[src/rtl/forward_ctrl_pkg.sv]
// Shared constants for the forwarding controller and the EX-stage datapath.
// The bypass mux in bypass_path and the select logic in forward_ctrl both
// read the SEL_* encodings from here so the two can never drift apart.
package forward_ctrl_pkg;

    // EX operand-select encodings
    localparam logic [1:0] SEL_REG = 2'd0;  // register-file read data
    localparam logic [1:0] SEL_MEM = 2'd1;  // result currently in MEM
    localparam logic [1:0] SEL_WB  = 2'd2;  // result currently in WB

    // ALU function codes driven from decode into EX
    typedef enum logic [3:0] {
        ALU_ADD = 4'd0,
        ALU_SUB = 4'd1,
        ALU_AND = 4'd2,
        ALU_OR  = 4'd3,
        ALU_XOR = 4'd4,
        ALU_SLT = 4'd5,
        ALU_SLL = 4'd6,
        ALU_SRL = 4'd7,
        ALU_SRA = 4'd8,
        ALU_LUI = 4'd9
    } alu_fn_e;

    // Priority pick for one operand: the younger producer (in EX now, in MEM
    // next cycle) wins over the older one (in MEM now, in WB next cycle).
    function automatic logic [1:0] pick_sel(input logic hit_ex, input logic hit_mem);
        logic [1:0] sel;
        sel = SEL_REG;
        if (hit_ex) begin
            sel = SEL_MEM;
        end else if (hit_mem) begin
            sel = SEL_WB;
        end
        return sel;
    endfunction

endpackage

[src/rtl/forward_ctrl_stage_reg.sv]
// One pipeline tracking entry: valid / rd / we / is_load of the instruction
// occupying a stage. A bubble clears the entry so it can never be a
// forwarding source.
module fwd_stage_reg #(
    parameter int REG_AW = 5
) (
    input  logic              i_clk,
    input  logic              i_rst_n,
    input  logic              i_bubble,
    input  logic              i_valid,
    input  logic [REG_AW-1:0] i_rd,
    input  logic              i_we,
    input  logic              i_is_load,
    output logic              o_valid,
    output logic [REG_AW-1:0] o_rd,
    output logic              o_we,
    output logic              o_is_load
);

    logic              r_valid;
    logic [REG_AW-1:0] r_rd;
    logic              r_we;
    logic              r_is_load;

    // Capture the upstream entry, or a cleared entry when a bubble is inserted
    always_ff @(posedge i_clk or negedge i_rst_n) begin
        if (!i_rst_n) begin
            r_valid   <= 1'b0;
            r_rd      <= '0;
            r_we      <= 1'b0;
            r_is_load <= 1'b0;
        end else if (i_bubble) begin
            r_valid   <= 1'b0;
            r_rd      <= '0;
            r_we      <= 1'b0;
            r_is_load <= 1'b0;
        end else begin
            r_valid   <= i_valid;
            r_rd      <= i_rd;
            r_we      <= i_we;
            r_is_load <= i_is_load;
        end
    end

    assign o_valid   = r_valid;
    assign o_rd      = r_rd;
    assign o_we      = r_we;
    assign o_is_load = r_is_load;

endmodule

[src/rtl/forward_ctrl.sv]
// Forwarding / load-use hazard controller for a 5-stage pipeline.
// Tracks the destination of the instructions in EX, MEM and WB, raises a
// one-cycle STALL on a load-use hazard and registers the EX operand bypass
// selects one cycle ahead. WB-to-ID hazards are handled by the write-first
// register file, so the WB entry is tracked but never used as a source.
module forward_ctrl #(
    parameter int REG_AW = 5,
    parameter int CNT_W  = 16
) (
    input  logic              CLK,
    input  logic              RST_N,
    input  logic              ID_VALID,
    input  logic [REG_AW-1:0] ID_RS,
    input  logic [REG_AW-1:0] ID_RT,
    input  logic              ID_USES_RS,
    input  logic              ID_USES_RT,
    input  logic [REG_AW-1:0] ID_RD,
    input  logic              ID_REG_WE,
    input  logic              ID_IS_LOAD,
    input  logic              FLUSH,
    output logic              STALL,
    output logic [1:0]        BYPASS_SEL_A,
    output logic [1:0]        BYPASS_SEL_B,
    output logic [CNT_W-1:0]  STALL_CNT
);

    import forward_ctrl_pkg::*;

    logic              w_ex_valid;
    logic [REG_AW-1:0] w_ex_rd;
    logic              w_ex_we;
    logic              w_ex_is_load;
    logic              w_mem_valid;
    logic [REG_AW-1:0] w_mem_rd;
    logic              w_mem_we;
    logic              w_mem_is_load;
    logic              w_wb_valid;
    logic [REG_AW-1:0] w_wb_rd;
    logic              w_wb_we;
    logic              w_wb_is_load;

    logic              w_ex_qual;
    logic              w_mem_qual;
    logic              w_rs_hit_ex;
    logic              w_rt_hit_ex;
    logic              w_rs_hit_mem;
    logic              w_rt_hit_mem;
    logic              w_stall;
    logic              w_load_ex;
    logic [1:0]        w_sel_a_nxt;
    logic [1:0]        w_sel_b_nxt;
    logic              w_unused;

    logic [1:0]        r_sel_a;
    logic [1:0]        r_sel_b;
    logic [CNT_W-1:0]  r_stall_cnt;

    // EX entry: loads the decode instruction or takes a bubble
    fwd_stage_reg #(.REG_AW(REG_AW)) u_stage_ex (
        .i_clk     (CLK),
        .i_rst_n   (RST_N),
        .i_bubble  (~w_load_ex),
        .i_valid   (ID_VALID),
        .i_rd      (ID_RD),
        .i_we      (ID_REG_WE),
        .i_is_load (ID_IS_LOAD),
        .o_valid   (w_ex_valid),
        .o_rd      (w_ex_rd),
        .o_we      (w_ex_we),
        .o_is_load (w_ex_is_load)
    );

    // MEM entry: unconditionally follows EX
    fwd_stage_reg #(.REG_AW(REG_AW)) u_stage_mem (
        .i_clk     (CLK),
        .i_rst_n   (RST_N),
        .i_bubble  (1'b0),
        .i_valid   (w_ex_valid),
        .i_rd      (w_ex_rd),
        .i_we      (w_ex_we),
        .i_is_load (w_ex_is_load),
        .o_valid   (w_mem_valid),
        .o_rd      (w_mem_rd),
        .o_we      (w_mem_we),
        .o_is_load (w_mem_is_load)
    );

    // WB entry: unconditionally follows MEM
    fwd_stage_reg #(.REG_AW(REG_AW)) u_stage_wb (
        .i_clk     (CLK),
        .i_rst_n   (RST_N),
        .i_bubble  (1'b0),
        .i_valid   (w_mem_valid),
        .i_rd      (w_mem_rd),
        .i_we      (w_mem_we),
        .i_is_load (w_mem_is_load),
        .o_valid   (w_wb_valid),
        .o_rd      (w_wb_rd),
        .o_we      (w_wb_we),
        .o_is_load (w_wb_is_load)
    );

    // An entry can feed a bypass only if it really writes a non-zero register
    assign w_ex_qual  = w_ex_valid  & w_ex_we  & (w_ex_rd  != '0);
    assign w_mem_qual = w_mem_valid & w_mem_we & (w_mem_rd != '0);

    assign w_rs_hit_ex  = ID_USES_RS & w_ex_qual  & (w_ex_rd  == ID_RS);
    assign w_rt_hit_ex  = ID_USES_RT & w_ex_qual  & (w_ex_rd  == ID_RT);
    assign w_rs_hit_mem = ID_USES_RS & w_mem_qual & (w_mem_rd == ID_RS);
    assign w_rt_hit_mem = ID_USES_RT & w_mem_qual & (w_mem_rd == ID_RT);

    // Load data is not available until the load reaches WB, so a consumer
    // directly behind a load waits one cycle. A flush kills the consumer, so
    // there is nothing to stall.
    assign w_stall   = ID_VALID & ~FLUSH & w_ex_is_load & (w_rs_hit_ex | w_rt_hit_ex);
    assign w_load_ex = ID_VALID & ~w_stall & ~FLUSH;

    // A bubble entering EX must not inherit a select from the killed/held
    // instruction; a load hit in EX never reaches here because it stalls.
    assign w_sel_a_nxt = w_load_ex ? pick_sel(w_rs_hit_ex, w_rs_hit_mem) : SEL_REG;
    assign w_sel_b_nxt = w_load_ex ? pick_sel(w_rt_hit_ex, w_rt_hit_mem) : SEL_REG;

    // Register the operand selects so they line up with the instruction in EX
    always_ff @(posedge CLK or negedge RST_N) begin
        if (!RST_N) begin
            r_sel_a <= SEL_REG;
            r_sel_b <= SEL_REG;
        end else begin
            r_sel_a <= w_sel_a_nxt;
            r_sel_b <= w_sel_b_nxt;
        end
    end

    // Saturating count of load-use stall cycles
    always_ff @(posedge CLK or negedge RST_N) begin
        if (!RST_N) begin
            r_stall_cnt <= '0;
        end else if (w_stall && (r_stall_cnt != '1)) begin
            r_stall_cnt <= r_stall_cnt + CNT_W'(1);
        end
    end

    // WB entry and the MEM load flag are tracked for completeness only
    assign w_unused = ^{w_mem_is_load, w_wb_valid, w_wb_rd, w_wb_we, w_wb_is_load};

    assign STALL        = w_stall;
    assign BYPASS_SEL_A = r_sel_a;
    assign BYPASS_SEL_B = r_sel_b;
    assign STALL_CNT    = r_stall_cnt;

endmodule

[config.mk]
export PLATFORM = sky130hd
export DESIGN_NAME = forward_ctrl
export DESIGN_NICKNAME = d
export VERILOG_FILES = /design/src/rtl/forward_ctrl_pkg.sv /design/src/rtl/forward_ctrl_stage_reg.sv /design/src/rtl/forward_ctrl.sv
export SDC_FILE = /design/constraint.sdc
export NUM_CORES = 1
export LEC_CHECK = 0
export BUFFER_PORTS_ARGS = -buffer_cell sky130_fd_sc_hd__buf_2
export CAP_MARGIN = 10
export CORE_MARGIN = 5
export CORE_UTILIZATION = 50
export CTS_CLUSTER_SIZE = 25
export DETAILED_ROUTE_END_ITERATION = 7
export PLACE_DENSITY = 0.76
export SLEW_MARGIN = 5
export SYNTH_ARGS = -nofsm -noshare
export SYNTH_HDL_FRONTEND = slang
export SYNTH_SLANG_ARGS = --single-unit
[constraint.sdc]
create_clock -name CLK -period 4 [get_ports CLK]
set_input_delay 0.4 -clock CLK [delete_from_list [all_inputs] [get_ports CLK]]
set_output_delay 0.4 -clock CLK [all_outputs]
set_load 0.01 [all_outputs]
==> results of run 1 <==
-- power groups by stage --
stage                     combinational (mW)  sequential [mW]  clock, mW
after global placement                0.0423            0.373          0
final                                 0.0435            0.367      0.188
after CTS                             0.0442            0.367      0.196
after global routing                  0.0495            0.368      0.210
after floorplan                       0.0203            0.372          0
after detailed placement              0.0441            0.374          0
-- per-stage QoR --
step	hold WS, ns	cell area, sq um
after floorplan	0.1044	1724
after global placement	0.3634	1989
after detailed placement	0.3728	1989
after CTS	0.1357	2047
after global routing	0.1809	2047
final	0.1163	2047
-- synth_stat cells, types with 2 or more instances --
cell,n,area (sq um)
nor3b_1,2,15.01
nor2_1,10,37.54
a2111oi_2,2,30.03
nand4_1,6,37.54
nor3_2,2,20.02
nor3_1,4,20.02
xor2_1,27,236.5
inv_1,5,18.77
and2_1,9,56.30
xnor2_1,7,61.31
dfrtp_1,35,875.8
nand2b_1,2,12.51
nand3_1,8,40.04
nand2_1,5,18.77
and3_4,2,22.52
nor4_1,4,25.02
-- cells by family (layout without fill, tap and decap cells) --
logic type,count (synthesis),in the layout,share of synthesized area
and+or+nand+nor,61,61,0.2097
DFF,35,35,0.5080
xor gates and xnor gates,34,34,0.1727
AOI/OAI and AO/OA,9,9,0.07185
buffers and inverters,6,56,0.01524
muxes,2,2,0.01524
adders and majority gates,1,1,0.007256
-- worst max-delay path, delay by kind of cell, from the launching register on --
kind | cells | cell delay, ns
xor+xnor | 1 | 0.18
flops | 1 | 0.45
simple gates | 4 | 0.93
buf+inv | 1 | 0.14
-- state kept, by name, indices dropped and copies added (netlist names) --
register,count
u_stage_mem.o_valid,1
u_stage_ex.o_is_load,1
u_stage_mem.o_rd,5
BYPASS_SEL_A,2
BYPASS_SEL_B,2
u_stage_ex.o_rd,5
STALL_CNT,16
u_stage_mem.o_we,1
u_stage_ex.o_we,1
u_stage_ex.o_valid,1
-- final cells by class --
type                    instances  area (sq um)  share of cell area
well taps                      46         57.56             0.02812
multi-input cells             107         822.0              0.4016
clock buffers                   5         37.54             0.01834
clock inverters                 3         20.02            0.009780
repair buffers                 43         215.2              0.1051
inverters                       5         18.77            0.009169
flip-flops and latches         35         875.8              0.4279
-- worst max path at each step --
stage / startpoint / end / slack (ns) / cells after the start
after floorplan: u_stage_ex.o_rd[0] / STALL_CNT[1] / 2.16 / 5
after global placement: ID_RT[4] / STALL_CNT[14] / 1.95 / 7
after detailed placement: ID_RT[4] / STALL_CNT[14] / 1.87 / 7
after CTS: u_stage_ex.o_rd[4] / STALL / 1.57 / 6
after global routing: u_stage_ex.o_rd[4] / STALL / 1.43 / 6
final: u_stage_ex.o_rd[4] / STALL / 1.56 / 6
-- per-layer routing --
metal	vias up	global-route usage	share of wire
li1	610	-	-
met1	597	0.2106	0.43
met2	44	0.2598	0.49
met3	5	0.03890	0.064
met4	0	0.05839	0.015
met5	-	0	0
==> impl_metrics.tcl, run 1 <==
set metrics [dict create \
    status "complete, no violations" \
    coreArea_sq_mm 0.003337 \
    viasPerCell 5.148 \
    worstHoldPathType "in -> async" \
    cp.arrival_ns 2.04 \
    utilization 0.6134 \
    power.density_mw_per_mm2 292.1 \
    tns_ns 0 \
    slew_violations 0 \
    synth-seq-cells 35 \
    grt_pass1_wl_microns 5616 \
    switching_share 0.2527 \
    fin_skew_ns 0.003932 \
    first_iter_violations 62 \
    cp-start-kind "flop" \
    diodes 0 \
    synth_area_per_cell_sq_um 11.65 \
    ys_seq_area_frac 0.5080 \
    grt_max_degree 36 \
    cp.required_ns 3.60 \
    p_leak_nw 1.040 \
    combPwrFrac 0.073 \
    rows 21 \
    p_switching_uw 151.1 \
    hold_violations 0 \
    worstMarginPinSlew_ns 0.7479 \
    clock_sinks 35 \
    fin_nets 221 \
    drt_first_pass_iters 4 \
    h-tree-depth 2 \
    drc_errors 0 \
    die_y_microns 68.72 \
    cts_tree "yes" \
    final.setup.worst_slack_ns 1.562 \
    relSlewSlack 0.5014 \
    gp_congestion 0.8882 \
    numPortBuffers 43 \
    drv_cap 0 \
    syn_inst 148 \
    synth_enable_flop_cells 0 \
    initial_utilization 0.5167 \
    cts_hold_buf 0 \
    p_clk_frac 0.314 \
    clk_pin_slew_worst_paths_ns 0.11 \
    worst_path_max_delay_cell "dfrtp_1" \
    synth-main-ff-cell "dfrtp_1" \
    antenna_found_initial 0 \
    cp-end-kind "output pin" \
    synth_warnings 0 \
    final_common_cell "buf_2" \
    power_frac_seq 0.613 \
    ys_async_sr_fraction 1.000 \
    ant_nets 0 \
    track_usage 0.1611 \
    die_area_sq_mm 0.004722 \
    dp.cells 236 \
    post_cts_resized 0 \
    worstPathCellList "xor2_1, nor4_1, and3_1, nor2_4, nor2_1, buf_2" \
    mostFrequentLayoutCells "43 x buf_2, 35 x dfrtp_1, 27 x xor2_1, 10 x nor2_1, 9 x and2_1" \
    crit_path_max_incr_delay_ns 0.45 \
    routed-via-count 1256 \
    cts_setup_buffers 0 \
    dp_slack_ns 1.865 \
    areaGrowthSynthToFinish_pct 18.72 \
    grt_overflow 0 \
    cts_buffers 5 \
    clockBufferDepth 2 \
    critical_path_class "reg -> out" \
    p_total_uw 597.9 \
    period_share 0.6095 \
    r2r-start "u_stage_ex.o_rd[4]" \
    syn_nets 172 \
    finalSetupViolCount 0 \
    ff2ff_setup_slack_ns 1.90 \
    rsz0062_at_grt "no" \
    nFillCells 284 \
    routed_wl_microns 3407 \
    syn_area_sq_mm 0.001724 \
    die_w_microns 68.72 \
    p_int_uw 446.8 \
    timing.rr.end "STALL_CNT[14]" \
    cp_max_fo 6 \
    dp_hpwl_microns 2662 \
    min_period_ns 2.438 \
    rr_worst_depth 6 \
    drive_gt1_frac 0.3283 \
    ys_types 34 \
    grt_pass1_vias 1270 \
    cts_root_buf "clkbuf_4" \
    insertion_delay_ns 0.33 \
    final_cells 244 \
    fmax_mhz 410.2 \
    irDropWorstVdd_v 0.0001978 \
    avgRoutedWirePerCell_microns 13.96 \
    num_io_pins 44 \
]
No activity file was read; power rests on OpenSTA's default activity.
==> run 2: changes to the inputs <==
--- a/config.mk
+++ b/config.mk
@@ -5,10 +5,11 @@
 export SDC_FILE = /design/constraint.sdc
 export NUM_CORES = 1
 export LEC_CHECK = 0
+export ABC_AREA = 1
 export BUFFER_PORTS_ARGS = -buffer_cell sky130_fd_sc_hd__buf_2
 export CAP_MARGIN = 10
 export CORE_MARGIN = 5
-export CORE_UTILIZATION = 50
+export CORE_UTILIZATION = 49
 export CTS_CLUSTER_SIZE = 25
 export DETAILED_ROUTE_END_ITERATION = 7
 export PLACE_DENSITY = 0.76
==> constraint.sdc (replaced) <==
create_clock -name CLK -period 2.1 [get_ports CLK]
set_input_delay 0.21 -clock CLK [delete_from_list [all_inputs] [get_ports CLK]]
set_output_delay 0.21 -clock CLK [all_outputs]
set_load 0.01 [all_outputs]
==> run 2 against run 1 <==
The run now ends with hold timing left. Combinational power is 130% higher. Routed wire length is 40% higher. Clock skew is 0.0077 ns higher. Cell area is 21% higher. Non-clock buffer count is 4 higher. Cell count is 53% higher. Global-route usage is 2.7 points higher. Synthesized cell count is 84% higher. Sequential power is 89% higher. First-iteration DRC count grew to 3.0 times the previous value. Worst setup slack worse by 1.3 ns. Critical endpoint unchanged.
==> impl_metrics.tcl, run 2 <==
set metrics [dict create \
    ys_seq_area_frac 0.4174 \
    yosys.area.top_type_share 0.4174 \
    fin_skew_ns 0.01161 \
    antenna_found_initial 0 \
    initial_utilization 0.5135 \
    coreArea_sq_mm 0.004086 \
    routed-via-count 1880 \
    worstPathCellList "a21oi_1, nand2_1, nor2_1, nand3_2, nand2_8, nand2_1, inv_1, buf_2" \
    drv_cap 0 \
    ys_async_sr_fraction 1.000 \
    syn_inst 273 \
    rsz0062_at_grt "no" \
    cp_max_fo 6 \
    crit_path_max_incr_delay_ns 0.43 \
    final_cells 374 \
    ys_types 28 \
    drc_errors 0 \
    violations "hold timing" \
    first_iter_violations 189 \
    diodes 0 \
    final.setup.worst_slack_ns 0.2136 \
    clk_pin_slew_worst_paths_ns 0.08 \
    final_common_cell "nand2_1" \
    routed_wl_microns 4777 \
    die_y_microns 75.44 \
    clockBufferDepth 2 \
    largest_reg_flops 16 \
    power.density_mw_per_mm2 566.2 \
    timing.hold.ws_ns -0.01324 \
    seqCellArea_sq_um 875.8 \
    synth_area_per_cell_sq_um 7.686 \
    drt_first_pass_iters 5 \
    gp_congestion 0.9179 \
    synth_enable_flop_cells 0 \
    finalSetupViolCount 0 \
    mostFrequentLayoutCells "74 x nand2_1, 43 x buf_2, 35 x dfrtp_1, 35 x inv_1, 32 x nor2_1" \
    cts_root_buf "clkbuf_8" \
    worstMarginPinSlew_ns 0.7781 \
    yosysTopAreaCell "dfrtp_1" \
    relSlewSlack 0.4813 \
    clock_sinks 35 \
    worst_path_max_delay_cell "dfrtp_1" \
    worst-path-buf-inv 2 \
    track_usage 0.1880 \
    areaGrowthSynthToFinish_pct 18.49 \
    synth-seq-cells 35 \
    critical_path_class "reg -> out" \
    insertion_delay_ns 0.29 \
    fmax_mhz 530.1 \
    p_leak_nw 1.363 \
    slew_violations 0 \
    tns_ns 0 \
    cp.required_ns 1.89 \
    drive_gt1_frac 0.2500 \
    synthTopCellsByArea "dfrtp_1 42%, nand2_1 13%, inv_1 6.3%" \
    die_area_sq_mm 0.005691 \
    syn_nets 297 \
    worstHoldPathType "in -> async" \
    grt_max_degree 36 \
    fin_area_sq_mm 0.002486 \
    irDropWorstVdd_v 0.0004755 \
    h-tree-depth 2 \
    yosysMostFrequentCell "nand2_1" \
    cp-start-kind "flop" \
    grt_pass1_vias 1804 \
    num_io_pins 44 \
    placed_area_sq_mm 0.002350 \
    critical-path-top-delay-family "simple AND/OR/NAND/NOR gates" \
    rows 23 \
    viasPerCell 5.027 \
    numPortBuffers 43 \
    dp_hpwl_microns 3549 \
    utilization 0.6084 \
    synthTopCellsByCount "74 x nand2_1, 35 x dfrtp_1, 35 x inv_1" \
    synth-main-ff-cell "dfrtp_1" \
    hold_violations 8 \
    dp.cells 364 \
    syn_area_sq_mm 0.002098 \
    cts_hold_buf 0 \
    grt_pass1_wl_microns 8142 \
    ant_nets 0 \
    min_period_ns 1.886 \
    cp-end-kind "output pin" \
    period_share 0.8983 \
    dp_slack_ns 0.3214 \
    cts_tree "yes" \
    synth_warnings 0 \
    avgRoutedWirePerCell_microns 12.77 \
    cpMostUsedCell "nand2_1" \
    status "finished with violations" \
    grt_overflow 0 \
    multi_input_area_sq_mm 0.001044 \
    die_w_microns 75.44 \
    nFillCells 388 \
    cp.arrival_ns 1.68 \
    cts_buffers 5 \
    fin_nets 347 \
]
[run 2: cell types whose count changed after synthesis, sizes merged, moves of 4 or more]
cell,before,now
buf,0,4
xor2,27,10
and2,9,0
nand2,5,86
inv,5,39
a21oi,1,6
nor2,12,37
nor4,5,0
nand4,6,21
o21ai,1,7
nor3,6,2
nand3,8,16
[run 2: path summary, 6_finish.rpt]
kind / from / end / slack [ns] / cells after the start
setup / recovery: u_stage_ex.o_rd[3] / STALL / 0.21 / 8
setup reg to reg: u_stage_ex.o_rd[3] / STALL_CNT[6] / 0.35 / 9
hold / removal: RST_N / u_stage_mem.o_rd[4] / -0.01 / 1
hold reg to reg: u_stage_ex.o_we / u_stage_mem.o_we / 0.38 / 0
max in group asynchronous: RST_N / STALL_CNT[13] / 1.61 / 1
min in group CLK: ID_RD[1] / u_stage_ex.o_rd[1] / 0.12 / 3
[run 2: per-stage QoR]
stage / power (mW) / hold WS, ns
6_report: 1.408 / -0.01324
5_1_grt: 1.471 / 0.07057
4_1_cts: 1.415 / 0.02866
3_5_place_dp: 0.8103 / 0.3446
3_3_place_gp: 0.8080 / 0.3353
2_1_floorplan: 0.7590 / -0.08559
[run 2: cell type report]
type	count	share of cell area
tap	50	0.02516
inverter	39	0.05888
sequential	35	0.3523
multi-input combinational	195	0.4197
clock inverter	3	0.01761
timing repair buffer	47	0.09864
clock buffer	5	0.02768
[run 2: cells by family after synthesis]
kind of cell | count (synthesis) | synth area share
AND/OR/NAND/NOR | 164 | 0.3858
buffers and inverters | 43 | 0.08945
flip-flops | 35 | 0.4174
adder cells (fa/ha/maj) | 1 | 0.005962
AO/OA/AOI/OAI | 14 | 0.03459
XOR/XNOR | 16 | 0.06678
[run 2: routing by layer]
| layer | share of wire | vias to the layer above | wire length, microns | global-route usage |
|---|---|---|---|---|
| li1 | - | 961 | - | - |
| met1 | 0.46 | 854 | 2174 | 0.2593 |
| met2 | 0.46 | 57 | 2200 | 0.2943 |
| met3 | 0.068 | 8 | 323 | 0.03826 |
| met4 | 0.016 | 0 | 78 | 0.06796 |
| met5 | 0 | - | 0 | 0 |
[run 2: repair_timing]
action                     4_1_cts  5_1_grt
resized for setup                0        1
setup endpoints to repair        0        1
hold endpoints to repair         0        0
buffers inserted                 0        2
[run 2: power breakdown]
group          internal [mW]  switching [mW]
Sequential             0.685          0.0102
Clock                  0.353           0.258
Combinational         0.0388          0.0626
